==> src/rtl/axi4s_pkt_arbiter.sv <==
// Packet-granular round-robin arbiter: NUM_PORTS AXI4-Stream sources onto one 64-bit
// output, each granted packet prefixed by a {length, port id} header beat.
//   state | meaning
//   IDLE  | choose next eligible port after last_grant, latch its declared length
//   HDR   | present header beat until accepted
//   DATA  | pass-through of granted port, count bytes until tlast handshake
//   GAP   | forced idle for the configured number of cycles
module axi4s_pkt_arbiter #(
  parameter int NUM_PORTS = 4,
  parameter int LEN_W     = 16,
  parameter int GAP_W     = 8
) (
  input  logic                       clk,
  input  logic                       rst,
  input  logic [NUM_PORTS-1:0]       cfg_port_en,
  input  logic [GAP_W-1:0]           cfg_idle_cycles,
  input  logic [NUM_PORTS*64-1:0]    s_tdata,
  input  logic [NUM_PORTS*8-1:0]     s_tkeep,
  input  logic [NUM_PORTS-1:0]       s_tlast,
  input  logic [NUM_PORTS-1:0]       s_tvalid,
  output logic [NUM_PORTS-1:0]       s_tready,
  input  logic [NUM_PORTS*LEN_W-1:0] s_len,
  output logic [63:0]                m_tdata,
  output logic [7:0]                 m_tkeep,
  output logic                       m_tlast,
  output logic                       m_tvalid,
  input  logic                       m_tready,
  output logic                       len_err,
  output logic [31:0]                pkt_count,
  output logic                       busy
);

  localparam int PW = (NUM_PORTS > 1) ? $clog2(NUM_PORTS) : 1;

  typedef enum logic [1:0] {IDLE, HDR, DATA, GAP} state_t;

  state_t           state_q, state_d;
  logic [PW-1:0]    grant_q, grant_d;
  logic [PW-1:0]    last_grant_q, last_grant_d;
  logic [LEN_W-1:0] len_q, len_d;
  logic [LEN_W:0]   cnt_q, cnt_d;
  logic [GAP_W-1:0] gap_q, gap_d;
  logic             len_err_q, len_err_d;
  logic [31:0]      pkt_cnt_q, pkt_cnt_d;

  logic [63:0]      data_a [NUM_PORTS];
  logic [7:0]       keep_a [NUM_PORTS];
  logic [LEN_W-1:0] len_a  [NUM_PORTS];
  logic [NUM_PORTS-1:0] elig;

  always_comb begin
    for (int i = 0; i < NUM_PORTS; i++) begin
      data_a[i] = s_tdata[i*64 +: 64];
      keep_a[i] = s_tkeep[i*8 +: 8];
      len_a[i]  = s_len[i*LEN_W +: LEN_W];
    end
  end

  assign elig = s_tvalid & cfg_port_en;

  // Lowest eligible index above last_grant wins; otherwise wrap to lowest eligible overall.
  logic          hi_found;
  logic [PW-1:0] hi_pick, lo_pick, pick;

  always_comb begin
    hi_found = 1'b0;
    hi_pick  = '0;
    lo_pick  = '0;
    for (int i = NUM_PORTS - 1; i >= 0; i--) begin
      if (elig[i]) begin
        lo_pick = PW'(i);
        if (i > int'(last_grant_q)) begin
          hi_found = 1'b1;
          hi_pick  = PW'(i);
        end
      end
    end
    pick = hi_found ? hi_pick : lo_pick;
  end

  logic [3:0]       beat_bytes;
  logic [LEN_W+1:0] cnt_sum_w;
  logic [LEN_W:0]   cnt_sum;

  always_comb begin
    beat_bytes = 4'($countones(keep_a[grant_q]));
    cnt_sum_w  = {1'b0, cnt_q} + (LEN_W+2)'(beat_bytes);
    cnt_sum    = cnt_sum_w[LEN_W+1] ? '1 : cnt_sum_w[LEN_W:0];
  end

  always_comb begin
    state_d      = state_q;
    grant_d      = grant_q;
    last_grant_d = last_grant_q;
    len_d        = len_q;
    cnt_d        = cnt_q;
    gap_d        = gap_q;
    pkt_cnt_d    = pkt_cnt_q;
    len_err_d    = 1'b0;
    m_tdata      = '0;
    m_tkeep      = '0;
    m_tlast      = 1'b0;
    m_tvalid     = 1'b0;
    s_tready     = '0;

    case (state_q)
      IDLE: begin
        if (|elig) begin
          grant_d = pick;
          len_d   = len_a[pick];
          cnt_d   = '0;
          state_d = HDR;
        end
      end

      HDR: begin
        m_tvalid = 1'b1;
        m_tdata  = {16'(len_q), 16'(grant_q), 32'h0};
        m_tkeep  = 8'hF0;
        if (m_tready) begin
          state_d = DATA;
        end
      end

      DATA: begin
        m_tdata            = data_a[grant_q];
        m_tkeep            = keep_a[grant_q];
        m_tlast            = s_tlast[grant_q];
        m_tvalid           = s_tvalid[grant_q];
        s_tready[grant_q]  = m_tready;
        if (m_tvalid && m_tready) begin
          cnt_d = cnt_sum;
          if (m_tlast) begin
            last_grant_d = grant_q;
            pkt_cnt_d    = pkt_cnt_q + 32'd1;
            len_err_d    = (cnt_sum != {1'b0, len_q});
            if (cfg_idle_cycles != '0) begin
              gap_d   = cfg_idle_cycles;
              state_d = GAP;
            end else begin
              state_d = IDLE;
            end
          end
        end
      end

      GAP: begin
        if (gap_q == GAP_W'(1)) begin
          state_d = IDLE;
        end else begin
          gap_d = gap_q - GAP_W'(1);
        end
      end

      default: state_d = IDLE;
    endcase
  end

  always_ff @(posedge clk) begin
    if (rst) begin
      state_q      <= IDLE;
      grant_q      <= '0;
      last_grant_q <= PW'(NUM_PORTS - 1);
      len_q        <= '0;
      cnt_q        <= '0;
      gap_q        <= '0;
      len_err_q    <= 1'b0;
      pkt_cnt_q    <= '0;
    end else begin
      state_q      <= state_d;
      grant_q      <= grant_d;
      last_grant_q <= last_grant_d;
      len_q        <= len_d;
      cnt_q        <= cnt_d;
      gap_q        <= gap_d;
      len_err_q    <= len_err_d;
      pkt_cnt_q    <= pkt_cnt_d;
    end
  end

  assign len_err   = len_err_q;
  assign pkt_count = pkt_cnt_q;
  assign busy      = (state_q != IDLE);

endmodule
==> config.mk <==
export PLATFORM = sky130hd
export DESIGN_NAME = axi4s_pkt_arbiter
export DESIGN_NICKNAME = d
export VERILOG_FILES = /design/src/rtl/axi4s_pkt_arbiter.sv
export SDC_FILE = /design/constraint.sdc
export NUM_CORES = 1
export LEC_CHECK = 0
export CORE_AREA = 2 2 191 193
export CTS_CLUSTER_SIZE = 24
export DETAILED_ROUTE_END_ITERATION = 10
export DIE_AREA = 0 0 193 195
export PLACE_DENSITY = 0.59
export SYNTH_ARGS = -nofsm -noshare
export SYNTH_HDL_FRONTEND = slang
export SYNTH_SLANG_ARGS = --single-unit
==> constraint.sdc <==
create_clock -name clk -period 9.9 [get_ports clk]
set_input_delay 0.99 -clock clk [delete_from_list [all_inputs] [get_ports clk]]
set_output_delay 0.99 -clock clk [all_outputs]
set_load 0.005 [all_outputs]
==> results of run 1 <==
[registers in the layout, summed over array words and instances, names as in the netlist]
signal	count
len_q	16
len_err	1
cnt_q	17
gap_q	8
last_grant_q	2
pkt_count	32
state_q	2
grant_q	2
[per-stage QoR]
stage | instance area [um^2] | power, mW
after floorplan | 7350 | 1.04
after global placement | 12600 | 1.49
after detailed placement | 12600 | 1.50
after CTS | 12900 | 1.84
after global routing | 12900 | 1.96
final | 12900 | 1.82
[critical path: cells and delay by family]
kind | cells | cell delay [ns]
AOI/OAI and AO/OA | 5 | 1.14
xor gates and xnor gates | 1 | 0.11
adders and majority gates | 5 | 2.31
buffers and inverters | 2 | 0.45
muxes | 1 | 0.51
and+or+nand+nor | 2 | 0.48
[cell families (layout without fill, tap and decap cells)]
group,count (synthesis),in the layout,synth area share [%]
adder cells (fa/ha/maj),19,19,3.75
AO/OA/AOI/OAI,183,183,16.8
multiplexers,102,102,26.7
buffers and inverters,82,536,4.41
flip-flops,80,80,21.8
other,0,2,0
XOR/XNOR,45,45,5.37
AND/OR/NAND/NOR,311,311,21.2
[power groups by stage]
| stage | combinational (mW) | sequential, mW | clock, mW |
|---|---|---|---|
| 2_1_floorplan | 0.658 | 0.384 | 0 |
| 3_3_place_gp | 1.05 | 0.443 | 0 |
| 3_5_place_dp | 1.06 | 0.443 | 0 |
| 4_1_cts | 1.07 | 0.436 | 0.342 |
| 5_1_grt | 1.16 | 0.444 | 0.359 |
| 6_report | 1.05 | 0.434 | 0.335 |
[final timing paths]
| check | endpoint | start |
|---|---|---|
| setup / recovery | len_err | s_tkeep[18] |
| hold / removal | cnt_q[2] | cnt_q[2] |
| setup reg to reg | len_err | grant_q[0] |
| hold reg to reg | cnt_q[2] | cnt_q[2] |
[cells in the final DEF (no fill, tap or decap), types with 23 or more instances in the layout]
cell             count
a21oi_1             60
nor2_1              66
nand2_1             88
xor2_1              27
and2_1              56
dfxtp_1             78
mux4_2              74
o21ai_0             32
inv_1               23
clkdlybuf4s50_1    485
[layout make-up]
| type | count | area [um^2] |
|---|---|---|
| fill | 3679 | 22500 |
| multi-input combinational | 660 | 5430 |
| timing repair buffer | 497 | 4940 |
| sequential | 80 | 1610 |
| tap | 461 | 577 |
| clock buffer | 10 | 239 |
| inverter | 23 | 86.3 |
| clock inverter | 6 | 48.8 |
| antenna | 2 | 5.00 |
[per-layer routing]
metal | vias to the layer above | GRT usage [%]
li1 | 3958 | -
met1 | 4102 | 27.4
met2 | 377 | 32.9
met3 | 47 | 5.39
met4 | 18 | 4.83
met5 | - | 0
==> flow_metrics.tcl, run 1 <==
set metrics [dict create \
    outcome "finished, final reports clean" \
    worstHoldPathCells 2 \
    grt_overflow 0 \
    portBuffers 486 \
    clockRootBuffer "clkbuf_16" \
    cts_buffers 9 \
    synthesis.area_um2 7350 \
    ys_seq_area_share_pct 21.8 \
    final_util_pct 36.6 \
    ios 487 \
    met1_length_mm 17.2 \
    crit_type "primary input to register" \
    slew_headroom_pct 23.0 \
    viasPerCell 4.89 \
    cts_tree "yes" \
    post-place-ws_ns 3.76 \
    die_w_um 193 \
    worst_path_max_delay_cell "fa_1" \
    hold_class "register to register" \
    yosys-top-cells-count "nand2_1 (88), dfxtp_1 (80), mux4_2 (74)" \
    synth_top_area_share_pct 22.7 \
    synth.largest_area_cell "mux4_2" \
    cp_max_fo 9 \
    post_drt_wl_per_cell_um 23.1 \
    die_h_um 195 \
    synth_cell_type_count 63 \
    synth_warnings 0 \
    r2r_slack_ns 4.24 \
    cpPeakStageDelay_ns 0.53 \
    cts_buffer_depth 2 \
    fin_crit_sh_pct 58.3 \
    placementRows 69 \
    grt_pass1_vias 8376 \
    synth_ff_type "dfxtp_1" \
    grt_pass1_wl_mm 56.1 \
    nNetsFinal 1665 \
    syn_area_per_cell_um2 8.94 \
    clkSinkCount 80 \
    wl_met3_mm 3.60 \
    clkTransAtPathRegs_ns 0.07 \
    cts_resized 0 \
    endpoint_kind "register" \
    instances_no_fill 1739 \
    track_usage_pct 20.5 \
    path_cells "clkdlybuf4s50_1 > mux4_2 > fa_1 > inv_1 > fa_1 > fa_1 > fa_1 > fa_1 > nor2b_1 > o21a_1 > a31oi_1 > nor3_1 > xnor2_1 > a2111o_1 > a211oi_2 > a31oi_1" \
    cap_violations 0 \
    dr.first_iter.drc_count 466 \
    ir_drop_uv 72.0 \
    ant_nets 0 \
    wirelength_mm 40.2 \
    rsz0062_at_grt "false" \
    synthCells 822 \
    synth_area_leaders "mux4_2 (23%), dfxtp_1 (22%), and2_1 (4.9%)" \
    dr_total_vias 8502 \
    async_flop_share_pct 0 \
    seqPwrFrac_pct 23.8 \
    fmax_ghz 0.173 \
    power_density_nw_per_um2 141 \
    critPathRequiredTime_ns 10.13 \
    p_switching_uw 720 \
    synth.most_common_cell "nand2_1" \
    setup-violations-final 0 \
    skew_ns 0.0156 \
    clkPwrFrac_pct 18.4 \
    topRoutingLayerUsed "met5" \
    setup.worst_path.start_class "primary input" \
    wl_met2_mm 18.5 \
    cpMostUsedCell "fa_1" \
    drv_slew 0 \
    period_needed_ns 5.77 \
    clk_latency_ns 0.35 \
    p_comb_share_pct 57.8 \
    swShare_pct 39.6 \
    htree_levels 3 \
    tightest_slew_ns 1.16 \
    synth_nets 1216 \
    finalSetupTns_ns 0 \
    dr.pass1.iters 5 \
    whs_ns 0.491 \
    area_delta_synth_final_pct 76.1 \
    grt_max_degree 81 \
    p_int_mw 1.10 \
    arrival_ns 6.00 \
    reg2reg_depth 15 \
    antenna_found_initial 11 \
    post_cts_buffers 0 \
    drive_above_1_share_pct 10.2 \
    hpwl_mm 33.5 \
    place_inst 1721 \
    p_leak_nw 4.55 \
    synth_edf_count 0 \
    place.gp.congestion 0.967 \
    dieArea_um2 37600 \
    hold_viol 0 \
    setup_slack_ns 4.13 \
    coreArea_um2 35400 \
    ys_seq_elements 80 \
    drc 0 \
    postCtsHoldBufs 0 \
    start_util_pct 20.8 \
]
Power figures use the tool's default switching activity.
==> run 2: changes to the inputs <==
Settings changed: CORE_AREA 2 2 191 193 to 2 2 190 192, DIE_AREA 0 0 193 195 to 0 0 192 194, PLACE_DENSITY 0.59 to 0.62.
Clock period 9.9 ns to 5.1 ns, I/O delays scaled along.
==> flow_metrics.tcl, run 2 (synthesized netlist as in run 1, its figures left out) <==
set metrics [dict create \
    outcome "finished, final reports clean" \
    endpoint "len_err" \
    critPathBufInv 2 \
    fill_cells 3600 \
    cpPeakStageDelay_ns 0.52 \
    portBuffers 486 \
    grt_overflow 0 \
    whs_ns 0.472 \
    ir_drop_uv 205 \
    path_cells "clkdlybuf4s50_1 > mux4_2 > fa_1 > inv_1 > fa_1 > fa_1 > fa_2 > fa_2 > nor2b_4 > o21a_2 > and4_1 > nor3_2 > xnor2_1 > a2111o_1 > a211oi_2 > a31oi_1" \
    largest_reg_flops 32 \
    crit_type "primary input to register" \
    setup-violations-final 0 \
    grt_pass1_wl_mm 58.3 \
    finalSetupTns_ns 0 \
    clockRootBuffer "clkbuf_16" \
    drc 0 \
    cp_num_cells 16 \
    power_mw 3.66 \
    die_h_um 194 \
    skew_ns 0.00940 \
    antenna_found_initial 11 \
    cp_max_fo 6 \
    rsz0062_at_grt "false" \
    placementRows 69 \
    drive_above_1_share_pct 12.3 \
    period_needed_ns 4.90 \
    post_cts_buffers 0 \
    setup.worst_path.start_class "primary input" \
    layout_commonest_cell "clkdlybuf4s50_1" \
    grt_max_degree 46 \
    dr.pass1.iters 5 \
    cp_top_family "adder cells" \
    reg2reg_depth 15 \
    power_density_nw_per_um2 278 \
    final_util_pct 37.4 \
    clkSinkCount 80 \
    coreArea_um2 35200 \
    clk_latency_ns 0.35 \
    cap_violations 0 \
    dieArea_um2 37200 \
    hold_viol 0 \
    ant_nets 0 \
    drv_slew 0 \
    regArea_um2 1610 \
    arrival_ns 5.12 \
    hold_class "register to register" \
    die_w_um 192 \
    cts_buffer_depth 2 \
    grt_pass1_vias 8619 \
    dr.first_iter.drc_count 557 \
    fmax_ghz 0.204 \
    worst_path_max_delay_cell "fa_1" \
    htree_levels 3 \
    cts_tree "yes" \
    clkTransAtPathRegs_ns 0.07 \
    endpoint_kind "register" \
    dr_total_vias 8670 \
    hpwl_mm 34.7 \
    track_usage_pct 21.5 \
    wirelength_mm 41.6 \
    r2r-start "grant_q[0]" \
    setup_slack_ns 0.201 \
    final_cell_mix "clkdlybuf4s50_1 (485), nand2_1 (88), dfxtp_1 (78), mux4_2 (74), nor2_1 (66)" \
    start_util_pct 20.9 \
    post-place-ws_ns -0.463 \
    cts_buffers 9 \
    place.gp.congestion 0.995 \
    post_drt_wl_per_cell_um 23.6 \
    postCtsHoldBufs 0 \
    nNetsFinal 1684 \
    cp-startpoint "s_tkeep[18]" \
    cpMostUsedCell "fa_1" \
    area_delta_synth_final_pct 79.3 \
    r2r_slack_ns 0.35 \
    ios 487 \
    viasPerCell 4.93 \
    worstReg2RegEnd "len_err" \
    slew_headroom_pct 22.5 \
    critPathRequiredTime_ns 5.32 \
    tightest_slew_ns 1.15 \
    p_leak_nw 4.67 \
    fin_crit_sh_pct 96.1 \
    multi_input_area_um2 5520 \
]
==> run 2: worst min path at each step <==
| stage | start | to | slack, ns | depth (start not counted) |
|---|---|---|---|---|
| after CTS | cnt_q[2] | cnt_q[2] | 0.47 | 2 |
| final | cnt_q[2] | cnt_q[2] | 0.47 | 2 |
| after global routing | cnt_q[2] | cnt_q[2] | 0.50 | 2 |
| after global placement | cnt_q[2] | cnt_q[2] | 0.46 | 2 |
| after detailed placement | cnt_q[2] | cnt_q[2] | 0.46 | 2 |
| after floorplan | cnt_q[2] | cnt_q[2] | 0.44 | 2 |
==> run 2: layer usage <==
metal | up-vias | part of all wire [%] | global-route usage [%]
met4 | 14 | 1.8 | 4.75
met3 | 44 | 9.0 | 5.97
met2 | 431 | 46 | 35.1
li1 | 3995 | - | -
met1 | 4186 | 43 | 28.1
met5 | - | 0.22 | 0
==> run 2: final cells by class <==
class | instances | share of cell area, %
timing repair buffer | 516 | 38.6
clock inverter | 6 | 0.371
multi-input combinational | 660 | 41.9
sequential | 80 | 12.2
inverter | 23 | 0.656
clock buffer | 10 | 1.74
antenna | 4 | 0.0760
tap | 461 | 4.38
==> run 2: timing repair <==
action,4_1_cts,5_1_grt
endpoints found under the setup margin,1,1
pin swaps,0,3
resized for setup,5,10
==> run 2: worst register-to-register path: cells and delay by family, from the launching register on <==
kind,cells,cell delay (ns)
adders and majority gates,5,2.22
AOI/OAI and AO/OA,4,0.87
muxes,1,0.54
and+or+nand+nor,3,0.44
DFF,1,0.38
xor gates and xnor gates,1,0.13
buffers and inverters,1,0.05
==> run 2: power by group <==
| part | internal [mW] | switching, mW | leakage [nW] |
|---|---|---|---|
| clock | 0.337 | 0.286 | 0.135 |
| sequential | 0.688 | 0.105 | 0.650 |
| combinational | 1.17 | 1.07 | 3.88 |
==> run 2: through the flow <==
stage / area [um^2] / std cells
floorplan: 7350 / 822
global placement: 12800 / 1740
detailed placement: 12800 / 1740
CTS: 13100 / 1756
global route: 13200 / 1757
finish: 13200 / 1760
==> run 3: changes to the inputs <==
Settings changed: CTS_CLUSTER_SIZE 24 to 25.
==> results of run 3 <==
No change in the layout: final DEF, timing and power equal those of run 2.
